`src/rtl/msk_pkg.sv`:
```
// rtl/msk_pkg.sv - shared helpers for the masked HPC3 gadgets
package msk_pkg;

  // Fresh random bits per lane for one HPC3 product: d*(d-1).
  function automatic int hpc3_rnd(input int d);
    return d * (d - 1);
  endfunction

  // Bit position of share s of lane k in a d*W wide sharing.
  function automatic int sh_idx(input int s, input int k, input int w);
    return s * w + k;
  endfunction

  // Dense index of the unordered share pair {i, j}, i != j.
  function automatic int pair_idx(input int i, input int j, input int d);
    int lo;
    int hi;
    lo = (i < j) ? i : j;
    hi = (i < j) ? j : i;
    return lo * d - (lo * (lo + 1)) / 2 + (hi - lo - 1);
  endfunction

endpackage

```
`src/rtl/msk_bin_prims.sv`:
```
// rtl/msk_bin_prims.sv - single-bit gate and register primitives for masked gadgets
module bin_AND (
  input  logic a,
  input  logic b,
  output logic y
);
  assign y = a & b;
endmodule

module bin_XOR (
  input  logic a,
  input  logic b,
  output logic y
);
  assign y = a ^ b;
endmodule

module bin_REG (
  input  logic clk,
  input  logic rst_n,
  input  logic en,
  input  logic din,
  output logic dout
);
  logic dout_d;
  logic dout_q;

  always_comb begin
    dout_d = dout_q;
    if (en) dout_d = din;
  end

  always_ff @(posedge clk) begin
    if (!rst_n) dout_q <= 1'b0;
    else        dout_q <= dout_d;
  end

  assign dout = dout_q;
endmodule

module bin_redXOR #(
  parameter int N = 2
) (
  input  logic [N-1:0] x,
  output logic         y
);
  assign y = ^x;
endmodule

```
`src/rtl/msk_hpc3_tof_bit.sv`:
```
// rtl/msk_hpc3_tof_bit.sv - one-bit HPC3 masked (a&b)^(mode&c) with registered a
module msk_hpc3_tof_bit
  import msk_pkg::*;
#(
  parameter int D  = 2,
  parameter int NP = 1
) (
  input  logic          clk,
  input  logic          rst_n,
  input  logic          en,
  input  logic [D-1:0]  a,
  input  logic [D-1:0]  b,
  input  logic [D-1:0]  c,
  input  logic          mode,
  input  logic [NP-1:0] r0,
  input  logic [NP-1:0] r1,
  output logic [D-1:0]  out
);

  for (genvar i = 0; i < D; i++) begin : g_sh
    logic [2*D-3:0] terms;
    logic           a_prev;

    bin_REG u_areg (.clk(clk), .rst_n(rst_n), .en(en), .din(a[i]), .dout(a_prev));

    for (genvar jj = 0; jj < D - 1; jj++) begin : g_pr
      localparam int J = (jj < i) ? jj : jj + 1;
      localparam int P = pair_idx(i, J, D);
      logic ar;
      logic u_in;
      logic u_reg;
      logic v_in;
      logic v_reg;

      // The first partner of each share carries the b_i and mode*c_i terms.
      if (jj == 0) begin : g_first
        logic r0b;
        logic mc;
        logic arm;
        bin_XOR x_rb (.a(r0[P]), .b(b[i]), .y(r0b));
        bin_AND a_ar (.a(a[i]), .b(r0b), .y(ar));
        bin_AND a_mc (.a(mode), .b(c[i]), .y(mc));
        bin_XOR x_am (.a(ar), .b(mc), .y(arm));
        bin_XOR x_r1 (.a(arm), .b(r1[P]), .y(u_in));
      end else begin : g_rest
        bin_AND a_ar (.a(a[i]), .b(r0[P]), .y(ar));
        bin_XOR x_r1 (.a(ar), .b(r1[P]), .y(u_in));
      end

      bin_REG u_ureg (.clk(clk), .rst_n(rst_n), .en(en), .din(u_in), .dout(u_reg));
      bin_XOR x_v    (.a(b[J]), .b(r0[P]), .y(v_in));
      bin_REG u_vreg (.clk(clk), .rst_n(rst_n), .en(en), .din(v_in), .dout(v_reg));
      bin_AND a_av   (.a(a_prev), .b(v_reg), .y(terms[D-1+jj]));
      assign terms[jj] = u_reg;
    end

    bin_redXOR #(.N(2*D-2)) u_red (.x(terms), .y(out[i]));
  end

endmodule

```
`src/rtl/msk_hpc3_tof_lanes.sv`:
```
// rtl/msk_hpc3_tof_lanes.sv - W-lane HPC3 masked AND/AND-XOR with valid/ready handshakes
module msk_hpc3_tof_lanes
  import msk_pkg::*;
#(
  parameter int d = 2,
  parameter int W = 8,
  localparam int RND_W = W * hpc3_rnd(d)
) (
  input  logic             clk,
  input  logic             rst_n,
  input  logic [d*W-1:0]   ina,
  input  logic [d*W-1:0]   inb,
  input  logic [d*W-1:0]   inc,
  input  logic             mode,
  input  logic             in_valid,
  output logic             in_ready,
  input  logic [RND_W-1:0] rnd,
  input  logic             rnd_valid,
  output logic             rnd_ready,
  output logic [d*W-1:0]   out,
  output logic             out_valid,
  input  logic             out_ready
);

  localparam int NP = hpc3_rnd(d) / 2;

  logic fire;
  logic out_valid_d;
  logic out_valid_q;

  assign in_ready  = !out_valid_q || out_ready;
  assign fire      = in_valid && in_ready && rnd_valid && rst_n;
  assign rnd_ready = fire;
  assign out_valid = out_valid_q;

  always_comb begin
    out_valid_d = out_valid_q;
    if (fire)           out_valid_d = 1'b1;
    else if (out_ready) out_valid_d = 1'b0;
  end

  always_ff @(posedge clk) begin
    if (!rst_n) out_valid_q <= 1'b0;
    else        out_valid_q <= out_valid_d;
  end

  // r0 occupies the lower half of rnd and r1 the upper half, lane-major.
  for (genvar k = 0; k < W; k++) begin : g_lane
    logic [d-1:0]  a_l;
    logic [d-1:0]  b_l;
    logic [d-1:0]  c_l;
    logic [d-1:0]  o_l;
    logic [NP-1:0] r0_l;
    logic [NP-1:0] r1_l;

    for (genvar s = 0; s < d; s++) begin : g_share
      assign a_l[s] = ina[sh_idx(s, k, W)];
      assign b_l[s] = inb[sh_idx(s, k, W)];
      assign c_l[s] = inc[sh_idx(s, k, W)];
      assign out[sh_idx(s, k, W)] = o_l[s];
    end

    for (genvar p = 0; p < NP; p++) begin : g_rnd
      assign r0_l[p] = rnd[k*NP + p];
      assign r1_l[p] = rnd[W*NP + k*NP + p];
    end

    msk_hpc3_tof_bit #(.D(d), .NP(NP)) u_bit (
      .clk  (clk),
      .rst_n(rst_n),
      .en   (fire),
      .a    (a_l),
      .b    (b_l),
      .c    (c_l),
      .mode (mode),
      .r0   (r0_l),
      .r1   (r1_l),
      .out  (o_l)
    );
  end

endmodule
```
`config.mk`:
```
export PLATFORM = sky130hd
export DESIGN_NAME = msk_hpc3_tof_lanes
export DESIGN_NICKNAME = d
export VERILOG_FILES = /design/src/rtl/msk_pkg.sv /design/src/rtl/msk_bin_prims.sv /design/src/rtl/msk_hpc3_tof_bit.sv /design/src/rtl/msk_hpc3_tof_lanes.sv
export SDC_FILE = /design/constraint.sdc
export NUM_CORES = 1
export LEC_CHECK = 0
export CORE_ASPECT_RATIO = 0.8
export CORE_MARGIN = 5
export CORE_UTILIZATION = 51
export CTS_CLUSTER_DIAMETER = 200
export CTS_CLUSTER_SIZE = 8
export DETAILED_ROUTE_END_ITERATION = 10
export PLACE_DENSITY = 0.86
export SYNTH_ARGS = -nofsm -noshare
export SYNTH_HDL_FRONTEND = slang
export SYNTH_SLANG_ARGS = --single-unit
export TNS_END_PERCENT = 100
```
`constraint.sdc`:
```
create_clock -name clk -period 2.92 [get_ports clk]
set_clock_uncertainty 0.05 [all_clocks]
set_input_delay 0.292 -clock clk [delete_from_list [all_inputs] [get_ports clk]]
set_output_delay 0.292 -clock clk [all_outputs]
set_load 0.02 [all_outputs]
```
==> results list <==
- TritonCTS clock tree: yes
- The worst register-to-register path ends at g_lane[2].u_bit.g_sh[1].g_pr[0].u_vreg.dout.
- The die covers 7280 um^2.
* Count of final max-slew check failures: 0
* Peak clock frequency supported by timing: 436 MHz
- In the final routed layout, each cell accounts on average for 15.4 um.
- The first global-routing pass estimated 11.8 mm of wire.
- Summed over all nets, the half-perimeter wirelength after detailed placement is 5.23 mm.
- For this design the static power due to leakage is 1.57 nW.
- Layout cells sized above 1: 6.19%
- After filler insertion, the fill cell instance count of the layout stands at 456.
- Minimum clock period: 2290 ps
* Total of endpoints with negative setup slack in the final report: 0
- The run finished with clean final reports.
* Remaining antenna violation count after routing: 0
* Post-CTS repair timing setup buffer count: 0
- The congestion estimate from routability-driven global placement came to 0.763.
- Maximum clock insertion buffer count: 2
- In this run the vertical extent of the chip is 77.3 um.
- Number of non-filler instances in the completed layout: 466
* Core area: 5470 um^2
- In this run the core area contains 24 standard-cell rows.
- Worst skew pair latency: 290 ps
- Unrepaired setup endpoints after global routing: false
* Worst Tran Pin Value: 954 ps
* Area share of the largest cell type after synthesis: 33.9%
- The first routing iteration left 148 violations.
- CTS buffer count: 5
* Cell area after layout: 3770 um^2
* Capture point of the worst path: rnd_ready
- After synthesis, the cell types taking the most area are sky130_fd_sc_hd__dfxtp_1 34%, sky130_fd_sc_hd__o211ai_1 6.2%, sky130_fd_sc_hd__o211a_1 5.5%.
- Before antenna repair, the detailed router went through 4 iterations.
- The synthesized design contains 49 register bits.
- Adding up every negative setup slack in the final design gives 0 ps.
- Post-synthesis async set-or-reset flop share: 0%
- Worst Hold Class: flip-flop to flip-flop
* DRC violation count after routing: 0
- Max-slew headroom: 36.2%
- The final number of hold-violating endpoints is 0.
- Arrival @ worst endpoint: 1950 ps
- The worst setup path is captured at an output port.
* Post-Syn Nets: 394
* Via density: 5.59
- Final hold analysis gives a worst-case slack of 407 ps.
- Top-level I/O count: 89
- Flip-flop cell with the highest count after synthesis: sky130_fd_sc_hd__dfxtp_1
* Residual overflow from global routing: 0
- Dividing total power by cell area gives a power density of 404 nW/um^2.
- In this run the horizontal extent of the chip is 94.2 um.
- Number of warnings reported in the yosys synthesis log: 0
* Launch point of the worst reg-to-reg path: out_valid
- VDD IR max: 0.243 mV
- Placed cell areas: 3670 um^2
- Detailed routing inserted a total of 2604 vias.
- The commonest cells after synthesis are 49 x sky130_fd_sc_hd__dfxtp_1, 33 x sky130_fd_sc_hd__nand2_1, 24 x sky130_fd_sc_hd__o211ai_1, 22 x sky130_fd_sc_hd__o21ai_0.
- The worst setup path is of the input port to output port kind.
- Antenna violations before repair: 0
* Most frequently used cell type in the post-synthesis netlist: sky130_fd_sc_hd__dfxtp_1
- Count of hold-fix buffers inserted at cts: 0
- Most area-hungry cell type in the Yosys netlist: sky130_fd_sc_hd__dfxtp_1
- Clock transition at path regs: 80 ps
- Counting distinct cell types in the post-synthesis netlist gives 27.
* Total detailed-routing wirelength: 7.20 mm
- The setup check on the worst reg-to-reg path leaves a slack of 1260 ps.
- N_diodes: 0
- The initial utilization of the core area, before any placement, comes to 52.9%.
- Setup crit start kind: input port
- The final layout contains 457 nets.
* Post-synthesis average cell area: 8.92 um^2
- Clk Tree Root Cell: sky130_fd_sc_hd__clkbuf_8
* Post-synthesis cell count: 324
- Cell Count Post-Placement: 458
- Global routing used 19.6% of the available tracks.
- CTS H-tree lvls: 2
- Clock tree synthesis found a total of 49 sinks.
- Of the synthesized area, sequential elements account for 33.9%.
- PnR Total Power: 1.52 mW
- Max-cap violations in this run came to 0.
- Resized Gates After CTS: 0
- From synthesis to final layout, the design area changed by 30.5%.
- Maximum net fanout on the critical path: 19
* Post-route fraction of the period consumed by the critical path: 78.5%
* Largest net degree at the start of global routing: 50
* Via count of the first global-routing pass: 2574
- Source of the critical timing path: out_ready
- Summed instance area of the synthesized netlist: 2890 um^2
* Port bufs: 88
- Worst reg2reg path depth: 5
- At the worst endpoint, the required time is 2580 ps.
- In this run, synthesis inferred 0 flip-flops with an integrated enable.
-- flip-flops by register name, summed over array words and instances (netlist names) --
register / count
g_lane.u_bit.g_sh.u_areg.dout: 16
g_lane.u_bit.g_sh.g_pr.u_vreg.dout: 16
g_lane.u_bit.g_sh.g_pr.u_ureg.dout: 16
out_valid: 1
-- final cells by class --
| type | count | area [um^2] | share of cell area [%] |
|---|---|---|---|
| inverters | 10 | 40.0 | 1.06 |
| clock inverters | 1 | 5.00 | 0.133 |
| repair buffers | 92 | 911 | 24.1 |
| well taps | 78 | 97.6 | 2.59 |
| clock buffers | 7 | 96.3 | 2.55 |
| multi-input cells | 229 | 1640 | 43.5 |
| flip-flops and latches | 49 | 981 | 26.0 |
-- placed cells by master, fill, tap and decap left out, drive strengths merged, types with 10 or more instances in the layout --
cell / n
o211ai: 24
clkdlybuf4s50: 88
and3b: 16
o21ai: 24
a211oi: 16
xnor2: 16
a21boi: 17
xor2: 16
o211a: 16
nand3: 16
inv: 10
nand2: 34
o31ai: 16
dfxtp: 49
-- where the power goes --
group	switching (mW)	internal (mW)
clock network	0.217	0.214
logic	0.167	0.194
registers	0.0223	0.709
total	0.406	1.12
-- logic make-up (layout without fill, tap and decap cells) --
kind of cell | after synthesis | after routing | share of synthesized area (%)
DFF | 49 | 49 | 33.9
muxes | 8 | 8 | 3.90
buffers and inverters | 46 | 110 | 9.35
AOI/OAI and AO/OA | 113 | 113 | 28.7
and+or+nand+nor | 76 | 76 | 14.5
xor gates and xnor gates | 32 | 32 | 9.70
-- per-stage QoR --
step / setup WS, ps / util [%]
4_1_cts: 616 / 69.0
3_3_place_gp: 645 / 67.2
2_1_floorplan: 1410 / -
5_1_grt: 529 / 69.0
6_report: 627 / 69.0
3_5_place_dp: 591 / 67.2
-- critical path: stages --
cell                              delay (ps)
sky130_fd_sc_hd__clkdlybuf4s50_1         470
sky130_fd_sc_hd__nor2b_2                  60
sky130_fd_sc_hd__inv_4                   180
sky130_fd_sc_hd__nand2_4                  70
sky130_fd_sc_hd__inv_2                   210
sky130_fd_sc_hd__clkdlybuf4s50_1         670
-- how the worst min path moves through the flow --
stage                                        startpoint                             endpoint  slack, ps  cells past startpoint
CTS                 g_lane[0].u_bit.g_sh[1].u_areg.dout  g_lane[0].u_bit.g_sh[1].u_areg.dout        410                      2
finish              g_lane[0].u_bit.g_sh[1].u_areg.dout  g_lane[0].u_bit.g_sh[1].u_areg.dout        410                      2
floorplan                                        ina[1]  g_lane[1].u_bit.g_sh[0].u_areg.dout        370                      2
global route        g_lane[0].u_bit.g_sh[1].u_areg.dout  g_lane[0].u_bit.g_sh[1].u_areg.dout        440                      2
global placement    g_lane[0].u_bit.g_sh[1].u_areg.dout  g_lane[0].u_bit.g_sh[1].u_areg.dout        390                      2
detailed placement  g_lane[0].u_bit.g_sh[1].u_areg.dout  g_lane[0].u_bit.g_sh[1].u_areg.dout        400                      2
-- layer usage --
metal | vias to the layer above | track usage (%) | part of all wire (%)
li1 | 1294 | - | -
met3 | 6 | 5.80 | 8.3
met4 | 0 | 4.62 | 0.53
met2 | 105 | 33.9 | 48
met1 | 1199 | 24.1 | 43
met5 | - | 0 | 0
Power figures use the tool's default switching activity.
==> edit 1, RTL diff (same settings) <==
Set the parameter `W` to 10 (it was 8).
--- a/src/rtl/msk_hpc3_tof_lanes.sv
+++ b/src/rtl/msk_hpc3_tof_lanes.sv
@@ -3,7 +3,7 @@
   import msk_pkg::*;
 #(
   parameter int d = 2,
-  parameter int W = 8,
+  parameter int W = 10,
   localparam int RND_W = W * hpc3_rnd(d)
 ) (
   input  logic             clk,
Interface: changed (5 resized); port bits go from 89 to 109. The function was not compared with the original's and may differ.
==> edit 1 against the unedited design <==
  * Synthesized cell count increased by 25%
  * Worst setup slack better by 0.13 ns
  * Cell area up 24%
  * Power rose by 30%
  * Largest power group unchanged
  * Synthesized area rose by 23%
  * Routed wire length increased by 30%
  * Sequential cell count is 12 higher
==> edit 1: results (changes against the unedited design) <==
| Metric | Value |
|---|---|
| Syn_nets | `492 (+25%)` |
| HPWL Detailed | `6696 um (+28%)` |
| CTS root buf | `clkbuf_8` |
| Detailed-route vias per instance | `5.656 (+1.2%)` |
| Post-CTS setup buffer count | `0 (unchanged)` |
| Cell Area, Placed | `0.004523 mm^2 (+23%)` |
| Worst hold slack | `0.4098 ns (+0.003045 ns)` |
| Antenna violations before repair | `0 (unchanged)` |
| Ant. Diodes | `0 (unchanged)` |
| Slowest stage delay, CP | `0.60 ns (-0.07 ns)` |
| Min-delay worst type | `register to register` |
| CTS buffer count | `9 (+4)` |
| Lkg Pwr | `1.934 nW (+23%)` |
| Global route overflow | `0 (unchanged)` |
| Slowest stage cell on the critical path | `clkdlybuf4s50_1` |
| Post-synth ARST share | `0% (unchanged)` |
| Syn avg cell area | `8.771 um^2 (-1.7%)` |
| Pin count of the biggest net entering global routing | `62 (+24%)` |
| DR iter-0 viols | `147 (-0.68%)` |
| First-pass GRT wire length | `14970 um (+27%)` |
| Status | `finished, final reports clean` |
| Peak VDD IR | `0.2408 mV (-1.1%)` |
| Yosys warning count | `0 (unchanged)` |
| Synth top cells by count | `dfxtp_1 (61), nand2_1 (47), o21ai_0 (32)` |
| Slew HR | `60.76% (+25 points)` |
| Largest cells by area after synthesis | `dfxtp_1 (34%), o211a_1 (5.6%), o211ai_1 (5.5%), nand2_1 (5.0%), and3b_1 (4.9%)` |
| Post-Synth XOR/XNOR Area | `9.838% (+0.14 points)` |
| Arrival time worst endpoint | `1.82 ns (-0.13 ns)` |
| Post-synthesis mux area share | `2.952% (-0.94 points)` |
| GRT Total Usage | `21.56% (+1.9 points)` |
| Post-synthesis compound-gate area fraction | `28.46% (-0.20 points)` |
| Reg2Reg Setup Slack | `1.26 ns (about the same)` |
| Sequential area share after synthesis | `34.29% (+0.35 points)` |
| Nets | `573 (+25%)` |
| Layout cells sized above 1 | `6.721% (+0.54 points)` |
| Top FF cell, synth | `dfxtp_1` |
| Max clock buf depth | `2 (unchanged)` |
| Router iterations before antenna repair | `5 (+1)` |
| Worst-path clk slew | `0.06 ns (-0.02 ns)` |
| Synth cell types | `25 (-7.4%)` |
| # H-tree levels | `3 (+1)` |
| Final GP Congestion | `0.7701 (+0.96%)` |
| WL final | `9372 um (+30%)` |
| Port Buf Inserts | `108 (+23%)` |
| Clock Latency Late Sink | `0.33 ns (+0.04 ns)` |
| Worst-path fanout max | `14 (-5)` |
| Cts repair resizes | `0 (unchanged)` |
| Drt wl/cell | `16.21 um (+5.0%)` |
| Vias in the first global route | `3310 (+29%)` |
| Post-Synth Adder-Cell Area | `0% (unchanged)` |
| Cells after DPL | `563 (+23%)` |
-- edit 1: cells by family (layout without fill, tap and decap cells) --
logic type	Yosys count	in the layout
mux	8	8
xor+xnor	40	40
buf+inv	54	139
flops	61	61
compound gates	139	139
simple gates	104	104
-- edit 1: report_power, final --
group	switching (mW)	total (mW)	internal, mW
sequential	0.0285	0.913	0.884
combinational	0.207	0.445	0.238
clock	0.298	0.623	0.324
total	0.534	1.98	1.45
-- edit 1: final cells by class --
class                   instances  area, um^2
flip-flops and latches         61        1221
fillers                       572        2142
multi-input cells             291        2027
repair buffers                116        1136
clock buffers                  13       148.9
inverters                       8       30.03
well taps                      87       108.9
clock inverters                 2       10.01
-- edit 1: worst min-delay path, delay by kind of cell (launching register included) --
family / cells / cell delay [ns]
DFF: 1 / 0.31
AOI/OAI and AO/OA: 1 / 0.06
and+or+nand+nor: 1 / 0.05
-- edit 1: per-layer routing --
metal,up-vias,share of wire [%],GRT usage [%]
met3,10,6.7,6.229
met2,112,51,37.44
met5,-,0,0
li1,1620,-,-
met4,0,1.3,4.824
met1,1527,41,26.05
-- edit 1: metrics by stage --
step	power, mW	worst slack, ns
2_1_floorplan	1.176	1.420
3_3_place_gp	1.361	0.7939
3_5_place_dp	1.376	0.7652
4_1_cts	1.998	0.7512
5_1_grt	2.073	0.6867
6_report	1.981	0.7590
-- edit 1: worst paths after layout --
path | from | endpoint | cells past startpoint
worst max register to register | out_valid$_SDFFE_PN0P_ | g_lane[0].u_bit.g_sh[1].g_pr[0].u_vreg.dout$_SDFFE_PN0P_ | 5
worst max-delay path | out_ready | rnd_ready | 6
worst min register to register | g_lane[4].u_bit.g_sh[1].u_areg.dout$_SDFFE_PN0P_ | g_lane[4].u_bit.g_sh[1].u_areg.dout$_SDFFE_PN0P_ | 2
worst min-delay path | g_lane[4].u_bit.g_sh[1].u_areg.dout$_SDFFE_PN0P_ | g_lane[4].u_bit.g_sh[1].u_areg.dout$_SDFFE_PN0P_ | 2
==> edit 2, RTL diff (config.mk and constraints unchanged) <==
Without the edit above. Reset style: asynchronous (`rst_n`), changed in 2 clocked blocks.
--- a/src/rtl/msk_bin_prims.sv
+++ b/src/rtl/msk_bin_prims.sv
@@ -30,7 +30,7 @@
     if (en) dout_d = din;
   end
 
-  always_ff @(posedge clk) begin
+  always_ff @(posedge clk or negedge rst_n) begin
     if (!rst_n) dout_q <= 1'b0;
     else        dout_q <= dout_d;
   end
--- a/src/rtl/msk_hpc3_tof_lanes.sv
+++ b/src/rtl/msk_hpc3_tof_lanes.sv
@@ -39,7 +39,7 @@
     else if (out_ready) out_valid_d = 1'b0;
   end
 
-  always_ff @(posedge clk) begin
+  always_ff @(posedge clk or negedge rst_n) begin
     if (!rst_n) out_valid_q <= 1'b0;
     else        out_valid_q <= out_valid_d;
   end
Formal check against the unedited RTL: differs if rst_n is asserted again (counterexample within 4 cycles, from zero or initial values and one cycle with rst_n low); with rst_n held inactive, the same outputs for 10 cycles.
==> edit 2 against the unedited design <==
  * Synthesized cell count shrank 21%
  * Sequential cell count is the same
  * First-iteration DRC count shrank 44%
  * Non-clock buffer count is the same
  * Largest cell class unchanged
  * Die area grew 1.0%
  * Sequential share of layout area grew 5.8 points
  * Synthesized area grew 1.2%
  * Maximum frequency shrank 3.8%
  * Routed wire length shrank 8.5%
  * Worst setup slack lost 0.091 ns
  * Critical endpoint unchanged
  * Register-to-register slack lost 0.29 ns
  * Critical path type unchanged
  * Cell area grew 2.1%
Power is not compared: it rests on default switching activity, and its combinational part moved more than twofold at a synthesized area within 25%.
==> edit 2: results (changes against the unedited design) <==
| Metric | Value |
|---|---|
| Post-Synth XOR/XNOR Area | `9.585% (-0.11 points)` |
| Worst r2r src | `out_valid$_DFFE_PN0P_` |
| Min-delay worst type | `input port to async pin` |
| Sequential area share after synthesis | `41.93% (+8.0 points)` |
| Post-synth ARST share | `100.0% (+100 points)` |
| DR iter-0 viols | `83 (-44%)` |
| Status | `finished, final reports clean` |
| GRT Total Usage | `18.42% (-1.2 points)` |
| Worst-path fanout max | `21 (+2)` |
| Top layer in use | `met4` |
| Final GP Congestion | `0.8177 (+7.2%)` |
| Cell Area, Placed | `0.003749 mm^2 (+2.1%)` |
| Met2 wire length | `3178 um (-8.1%)` |
| Largest cells by area after synthesis | `dfrtp_1 (42%), mux2_2 (8.9%), o211a_1 (5.5%), and3b_1 (4.8%), xnor2_1 (4.8%)` |
| Layout cells sized above 1 | `14.80% (+8.6 points)` |
| Vias in the first global route | `2360 (-8.3%)` |
| Arrival time worst endpoint | `2.04 ns (+0.09 ns)` |
| WL final | `6585 um (-8.5%)` |
| Synth top cells by count | `dfrtp_1 (49), mux2_2 (23), buf_4 (17), nand2_1 (17)` |
| HPWL Detailed | `4933 um (-5.7%)` |
| Slew HR | `59.37% (+23 points)` |
| Nets | `400 (-12%)` |
| Post-synthesis compound-gate area fraction | `20.54% (-8.1 points)` |
| Ant. Diodes | `0 (unchanged)` |
| Wl on met1 | `2941 um (-5.1%)` |
| Slowest stage delay, CP | `0.54 ns (-0.13 ns)` |
| Syn_nets | `327 (-17%)` |
| First-pass GRT wire length | `10860 um (-8.0%)` |
| Syn avg cell area | `11.38 um^2 (+28%)` |
| Detailed-route vias per instance | `5.460 (-2.3%)` |
| DR WL met3 | `414 um (-31%)` |
| Synth cell types | `20 (-26%)` |
==> edit 2: cell count changes after synthesis, moves of 2 or more <==
cell and delta:
buf_2 -5, o21ai_0 -6, and2_1 -8, dfxtp_1 -49, mux2_4 +3, nand2_1 -16, inv_1 -8, dfrtp_1 +49
mux2_2 +21, nand3_1 -15, o211ai_1 -24, o21ai_1 -2, clkbuf_1 -3
==> edit 2: cell type report <==
class	count	area [um^2]
Fill cell	415	1645
Multi-Input combinational cell	180	1511
Sequential cell	49	1226
Timing Repair Buffer	92	905.9
Tap cell	78	97.59
Clock buffer	7	96.34
Inverter	2	7.507
Clock inverter	1	5.005
==> edit 2: path summary, 6_finish.rpt <==
kind	to	slack, ns	cells after the start
max in group asynchronous	g_lane[7].u_bit.g_sh[1].u_areg.dout$_DFFE_PN0P_	2.34	2
max	rnd_ready	0.54	6
min reg2reg	g_lane[3].u_bit.g_sh[0].u_areg.dout$_DFFE_PN0P_	0.46	1
min	g_lane[4].u_bit.g_sh[1].g_pr[0].u_vreg.dout$_DFFE_PN0P_	0.05	2
max reg2reg	g_lane[2].u_bit.g_sh[1].g_pr[0].u_vreg.dout$_DFFE_PN0P_	0.97	6
min in group clk	out_valid$_DFFE_PN0P_	0.44	4
==> edit 2: metal layers <==
metal	up-vias	GRT usage, %
li1	1087	-
met1	1076	23.84
met2	64	30.68
met3	6	5.029
met4	0	4.467
met5	-	0
==> edit 2: logic make-up (layout without fill, tap and decap cells) <==
| logic type | count (synthesis) | in the layout |
|---|---|---|
| multiplexers | 32 | 32 |
| AND/OR/NAND/NOR | 36 | 36 |
| buffers and inverters | 28 | 102 |
| flip-flops | 49 | 49 |
| XOR/XNOR | 32 | 32 |
| AO/OA/AOI/OAI | 80 | 80 |
==> edit 2: power groups by stage <==
stage / registers [mW] / clock network [mW] / logic, mW
floorplan: 0.904 / 0 / 0.613
global placement: 0.922 / 0 / 0.836
detailed placement: 0.929 / 0 / 0.854
CTS: 0.916 / 0.445 / 0.857
global route: 0.934 / 0.470 / 0.918
finish: 0.915 / 0.433 / 0.849
==> edit 2: stage by stage <==
step / power [mW] / util, % / cells / setup WS (ns)
floorplan: 1.517 / - / 257 / 1.279
global placement: 1.759 / 68.21 / 401 / 0.5563
detailed placement: 1.782 / 68.21 / 401 / 0.5291
CTS: 2.218 / 70.06 / 409 / 0.5280
global route: 2.322 / 70.06 / 409 / 0.4177
finish: 2.197 / 70.06 / 409 / 0.5359
